**config.mk**
```make
export PLATFORM = sky130hd
export DESIGN_NAME = psram_arbiter
export DESIGN_NICKNAME = d
export VERILOG_FILES = /design/src/rtl/psram_pkg.sv /design/src/rtl/psram_burst_ctr.sv /design/src/rtl/psram_arbiter.sv
export SDC_FILE = /design/constraint.sdc
export NUM_CORES = 1
export LEC_CHECK = 0
export BUFFER_PORTS_ARGS = -buffer_cell sky130_fd_sc_hd__buf_4
export CAP_MARGIN = 10
export CORE_UTILIZATION = 50
export CTS_BUF_LIST = sky130_fd_sc_hd__clkbuf_8
export DETAILED_ROUTE_END_ITERATION = 10
export GPL_TIMING_DRIVEN = 0
export PLACE_DENSITY_LB_ADDON = 0.05
export SLEW_MARGIN = 10
export SYNTH_ARGS = -nofsm -noshare
export SYNTH_HDL_FRONTEND = slang
export SYNTH_SLANG_ARGS = --single-unit
```
**constraint.sdc**
```tcl
create_clock -name clk -period 8.44 [get_ports clk]
set_clock_uncertainty 0.1 [all_clocks]
set_input_delay 0.422 -clock clk [delete_from_list [all_inputs] [get_ports clk]]
set_output_delay 0.422 -clock clk [all_outputs]
set_load 0.03 [all_outputs]
```
**src/rtl/psram_pkg.sv**
```systemverilog
// psram_pkg: shared FSM state type, default widths and owner encoding for the PSRAM arbiter
package psram_pkg;
  localparam int DEF_ADDR_W = 22;
  localparam int DEF_DATA_W = 16;
  localparam int DEF_LEN_W  = 9;
  localparam logic PRIO_VID  = 1'b0;
  localparam logic PRIO_HOST = 1'b1;
  typedef enum logic [2:0] {IDLE, V_ISSUE, V_WAIT, H_ISSUE, H_WAIT} arb_state_t;
endpackage

```
**src/rtl/psram_burst_ctr.sv**
```systemverilog
// psram_burst_ctr: video burst word-address incrementer and remaining-word counter
// Ports: i_load latches i_addr/i_len (len 0 counts as 1); i_step advances one word;
//        o_addr is the current word address; o_last flags the final word of the burst.
module psram_burst_ctr #(
  parameter int ADDR_W = 22,
  parameter int LEN_W  = 9
)(
  input  logic              clk,
  input  logic              rst,
  input  logic              i_load,
  input  logic              i_step,
  input  logic [ADDR_W-1:0] i_addr,
  input  logic [LEN_W-1:0]  i_len,
  output logic [ADDR_W-1:0] o_addr,
  output logic              o_last
);
  logic [ADDR_W-1:0] r_addr;
  logic [LEN_W-1:0]  r_rem;
  always_ff @(posedge clk or posedge rst)
    if (rst) begin
      r_addr <= '0;
      r_rem  <= '0;
    end else if (i_load) begin
      r_addr <= i_addr;
      r_rem  <= (i_len == '0) ? LEN_W'(1) : i_len;
    end else if (i_step) begin
      r_addr <= r_addr + ADDR_W'(1);
      r_rem  <= r_rem - LEN_W'(1);
    end
  assign o_addr = r_addr;
  assign o_last = r_rem == LEN_W'(1);
endmodule

```
**src/rtl/psram_arbiter.sv**
```systemverilog
// psram_arbiter: shares one PSRAM controller port between video read bursts and host single-word accesses
// Ports: vid_* burst request/grant and returned words; host_* single access request/ack;
//        mem_* controller command port (oe/wr pulses, addr/wdata held until completion, rdata, busy).
// Build option: PSRAM_ARB_RR_EN selects transaction round-robin; otherwise video has fixed priority.
module psram_arbiter
  import psram_pkg::*;
#(
  parameter int ADDR_W = DEF_ADDR_W,
  parameter int DATA_W = DEF_DATA_W,
  parameter int LEN_W  = DEF_LEN_W
)(
  input  logic              clk,
  input  logic              rst,
  input  logic              vid_req,
  input  logic [ADDR_W-1:0] vid_addr,
  input  logic [LEN_W-1:0]  vid_len,
  output logic              vid_gnt,
  output logic              vid_rvalid,
  output logic [DATA_W-1:0] vid_rdata,
  output logic              vid_done,
  input  logic              host_req,
  input  logic              host_we,
  input  logic [ADDR_W-1:0] host_addr,
  input  logic [DATA_W-1:0] host_wdata,
  output logic              host_ack,
  output logic [DATA_W-1:0] host_rdata,
  output logic              mem_oe,
  output logic              mem_wr,
  output logic [ADDR_W-1:0] mem_addr,
  output logic [DATA_W-1:0] mem_wdata,
  input  logic [DATA_W-1:0] mem_rdata,
  input  logic              mem_busy
);
  arb_state_t        r_state, w_next;
  logic              r_seen, r_last, r_h_we;
  logic [ADDR_W-1:0] r_h_addr, w_ctr_addr;
  logic [DATA_W-1:0] r_wdata, r_vid_rdata, r_host_rdata;
  logic              w_pick_vid, w_gnt_h, w_cmp, w_last, w_v_cmp, w_h_cmp;

`ifdef PSRAM_ARB_RR_EN
  assign w_pick_vid = vid_req && (!host_req || r_last == PRIO_HOST);
`else
  assign w_pick_vid = vid_req;
`endif

  assign vid_gnt    = r_state == IDLE && w_pick_vid;
  assign w_gnt_h    = r_state == IDLE && !w_pick_vid && host_req;
  // A command is finished only once busy has been seen high and then low again.
  assign w_cmp      = r_seen && !mem_busy;
  assign w_v_cmp    = r_state == V_WAIT && w_cmp;
  assign w_h_cmp    = r_state == H_WAIT && w_cmp;
  assign vid_rvalid = w_v_cmp;
  assign vid_done   = w_v_cmp && w_last;
  assign host_ack   = w_h_cmp;
  // Completion-cycle bypass so the data is valid alongside the pulse, then held.
  assign vid_rdata  = w_v_cmp ? mem_rdata : r_vid_rdata;
  assign host_rdata = (w_h_cmp && !r_h_we) ? mem_rdata : r_host_rdata;
  assign mem_addr   = (r_last == PRIO_HOST) ? r_h_addr : w_ctr_addr;
  assign mem_wdata  = r_wdata;

  psram_burst_ctr #(.ADDR_W(ADDR_W), .LEN_W(LEN_W)) u_ctr (
    .clk    (clk),
    .rst    (rst),
    .i_load (vid_gnt),
    .i_step (w_v_cmp),
    .i_addr (vid_addr),
    .i_len  (vid_len),
    .o_addr (w_ctr_addr),
    .o_last (w_last)
  );

  always_comb begin
    w_next = r_state;
    mem_oe = 1'b0;
    mem_wr = 1'b0;
    case (r_state)
      IDLE:    w_next = w_pick_vid ? V_ISSUE : host_req ? H_ISSUE : IDLE;
      V_ISSUE: begin
        mem_oe = !mem_busy;
        w_next = mem_busy ? V_ISSUE : V_WAIT;
      end
      V_WAIT:  w_next = !w_cmp ? V_WAIT : w_last ? IDLE : V_ISSUE;
      H_ISSUE: begin
        mem_oe = !mem_busy && !r_h_we;
        mem_wr = !mem_busy && r_h_we;
        w_next = mem_busy ? H_ISSUE : H_WAIT;
      end
      H_WAIT:  w_next = w_cmp ? IDLE : H_WAIT;
      default: w_next = IDLE;
    endcase
  end

  always_ff @(posedge clk or posedge rst)
    if (rst) begin
      r_state      <= IDLE;
      r_seen       <= 1'b0;
      r_last       <= PRIO_VID;
      r_h_we       <= 1'b0;
      r_h_addr     <= '0;
      r_wdata      <= '0;
      r_vid_rdata  <= '0;
      r_host_rdata <= '0;
    end else begin
      r_state <= w_next;
      r_seen  <= (r_state == V_WAIT || r_state == H_WAIT) && (r_seen || mem_busy);
      if (vid_gnt) r_last <= PRIO_VID;
      if (w_gnt_h) begin
        r_last   <= PRIO_HOST;
        r_h_we   <= host_we;
        r_h_addr <= host_addr;
        r_wdata  <= host_wdata;
      end
      if (w_v_cmp) r_vid_rdata <= mem_rdata;
      if (w_h_cmp && !r_h_we) r_host_rdata <= mem_rdata;
    end
endmodule

```
==> impl_metrics.py <==
metrics = {
    "run_status": {
        "status": "finished, final reports clean",
    },
    "power": {
        "ir_drop_uv": 214,
        "leakage_nw": 3.24,
        "power_mw": 2.69,
        "cellPowerDensity_nw_per_um2": 401,
    },
    "placement": {
        "gp_congestion": 0.785,
        "dp_cells": 749,
        "portBuffers": 166,
        "hpwl_um": 8670,
    },
    "clocking": {
        "cts_tree": "yes",
        "clk_pin_slew_ns": 0.10,
        "cts-root-buf": "clkbuf_8",
        "cts_buffers": 9,
        "cts_hold_buf": 1,
        "cts.sinks": 107,
        "ctsResizeCount": 0,
        "h-tree-depth": 3,
        "clock_path_buffers": 2,
        "post_cts_buffers": 0,
        "clk_latency_ns": 0.37,
    },
    "logic_synthesis": {
        "ys_seq_area_frac": 0.538,
        "synth_ff_type": "dfrtp_1",
        "async_flop_share": 1.00,
        "synth-adder-area-share": 0.00754,
        "syn_nets": 543,
        "synth_cells": 449,
        "synth-edff-count": 0,
        "synth_top_family_by_area": "multiplexers",
        "muxShareOfSynthArea": 0.167,
        "ys_seq_elements": 107,
        "yosysWarningCount": 0,
        "syn_area_per_cell_um2": 11.1,
        "synth_compound_area_frac": 0.0716,
        "synth_xor_area_frac": 0.0264,
        "syn_area_um2": 4980,
        "synthSimpleGateAreaFrac": 0.157,
        "ys_types": 53,
    },
    "timing": {
        "holdWs_ns": 0.146,
        "relSlewSlack": 0.591,
        "rsz0062_at_grt": "false",
        "hold_violations": 0,
        "maxSlewViolCount": 0,
        "finalCriticalPeriod_ns": 2.91,
        "clock.fmax_mhz": 344,
        "setup_violations": 0,
        "worst_slew_pin_slew_ns": 0.614,
        "fin_crit_sh": 0.344,
        "tns_ns": 0,
    },
    "hold_path": {
        "hp-start": "vid_addr[15]",
        "hold_end": "u_ctr.o_addr[15]$_DFFE_PP0P_",
        "hold_class": "primary input to flip-flop",
        "holdPathStages": 3,
    },
    "critical_path": {
        "critPathKind": "flip-flop to output pin",
        "required_ns": 7.92,
        "end_kind": "output pin",
        "rr_worst_depth": 7,
        "critical_path.max_fanout": 10,
        "worstReg2RegEnd": "mem_wdata[5]$_DFFE_PP0P_",
        "r2r_slack_ns": 6.28,
        "regToRegStartpoint": "r_state[0]$_DFF_PP0_",
        "arrival_ns": 2.38,
        "cp-start-kind": "flip-flop",
    },
    "global_route": {
        "globalRoute.totalOverflow": 0,
        "grt_max_degree": 59,
        "grtUsageTotal": 0.235,
        "grt_pass1_wl_um": 18700,
        "antenna_found_initial": 0,
        "grt_pass1_vias": 3847,
    },
    "floorplanning": {
        "die_w_um": 102,
        "die_h_um": 102,
        "rows": 36,
        "core_region_area_um2": 9730,
        "dieArea_um2": 10400,
        "start_util": 0.512,
        "boundaryPins": 167,
    },
    "finish": {
        "drive_gt1_frac": 0.449,
        "diodes": 0,
        "areaGrowthSynthToFinish_pct": 34.5,
        "nNetsFinal": 722,
        "register_area_um2": 2680,
        "fillCellCount": 794,
        "stdcell_count": 766,
        "multiInputGateArea_um2": 2140,
    },
    "detailed_routing": {
        "ant_nets": 0,
        "drt_iter0_drc": 108,
        "routedWlPerCell_um": 15.7,
        "post-route-drc-count": 0,
        "firstDrtPassIters": 4,
        "vias_per_cell": 5.24,
        "vias": 4012,
        "routed_wl_um": 12000,
    },
    "flow_run": {
        "drv_cap": 0,
    },
}
==> worst max-delay path by stage <==
stage	from	endpoint	slack, ns	depth (start not counted)
floorplan	rst	mem_wdata[0]$_DFFE_PP0P_	5.10	1
global placement	rst	r_host_rdata[13]$_DFF_PP0_	3.82	2
detailed placement	mem_busy	host_rdata[6]	5.83	6
CTS	r_state[2]$_DFF_PP0_	vid_rdata[11]	5.49	8
global route	r_state[2]$_DFF_PP0_	vid_rdata[11]	5.33	8
finish	r_state[0]$_DFF_PP0_	host_rdata[14]	5.53	7
==> cell usage in the layout (no fill, tap or decap), types with 3 or more instances in the layout <==
master / Yosys / layout
buf_4: 2 / 168
dfrtp_1: 107 / 107
nand2_1: 83 / 83
mux2_2: 73 / 73
nor2_1: 20 / 20
o21ai_0: 19 / 19
nand3_1: 18 / 18
a21oi_1: 12 / 12
xor2_1: 11 / 11
buf_2: 10 / 10
clkbuf_8: 0 / 9
nor3_1: 8 / 8
and3_1: 7 / 7
clkbuf_1: 6 / 6
inv_1: 6 / 5
nand4_1: 5 / 5
a211oi_1: 4 / 4
xnor2_1: 4 / 4
o211ai_1: 4 / 4
nor4_1: 4 / 4
bufinv_16: 0 / 4
buf_6: 3 / 3
a32oi_1: 3 / 3
ha_1: 3 / 3
==> metal layers <==
layer,global-route usage,up-vias,wire [µm]
met5,0,-,0
met4,0.0626,0,111
met3,0.0465,8,670
met2,0.400,109,6160
met1,0.310,1965,5080
li1,-,1930,-
==> logic make-up after synthesis <==
kind of cell	Yosys count
AND/OR/NAND/NOR	161
flip-flops	107
multiplexers	74
AO/OA/AOI/OAI	57
buffers and inverters	32
XOR/XNOR	15
adder cells (fa/ha/maj)	3
==> area by class of cell <==
cell class	instances	share of cell area
clock buffers	9	0.0185
flip-flops and latches	107	0.400
repair buffers	168	0.192
clock inverters	7	0.0209
inverters	8	0.00523
well taps	133	0.0248
plain buffers	24	0.0200
multi-input cells	310	0.319
==> Yosys cell counts, drive strengths merged (3+ instances only) <==
cell type	instances	area (µm²)
clkbuf	7	27.5
nor3	10	66.3
and3	7	43.8
o21ai	22	114
a21oi	12	60.1
a211oi	4	30.0
xor2	11	96.3
xnor2	4	35.0
a32oi	3	26.3
nor4	5	46.3
dfrtp	107	2680
nand2	84	318
nand4	6	52.6
inv	8	30.0
ha	3	37.5
buf	17	106
nand3	19	100
nor2	20	75.1
mux2	74	833
o211ai	4	30.0
==> flip-flops by register name, summed over array words and instances, names as in the netlist <==
register / flops
r_state: 3
r_host_rdata: 16
r_last: 1
u_ctr.o_addr: 22
r_h_addr: 22
r_h_we: 1
r_seen: 1
mem_wdata: 16
u_ctr.r_rem: 9
r_vid_rdata: 16
==> worst max-delay path: stages (launching register included) <==
cell and delay, ns:
dfrtp_1 0.37, buf_2 0.16, nor2_1 0.13, nand2_1 0.12, nor3_4 0.34, buf_2 0.34, mux2_2 0.38, buf_4 0.17
==> report_power, final <==
part	total, mW	switching, mW	internal, mW	leakage [nW]
clock network	0.403	0.177	0.226	0.125
registers	0.906	0.151	0.754	1.33
logic	1.38	0.802	0.574	1.79
==> per-stage QoR <==
stage	util	setup slack (ns)	cell area (µm²)
4_1_cts	0.689	5.49	6700
6_report	0.689	5.53	6700
2_1_floorplan	-	5.10	4980
3_5_place_dp	0.660	5.83	6430
5_1_grt	0.689	5.33	6700
3_3_place_gp	0.657	3.82	6390
Power figures use the tool's default switching activity.
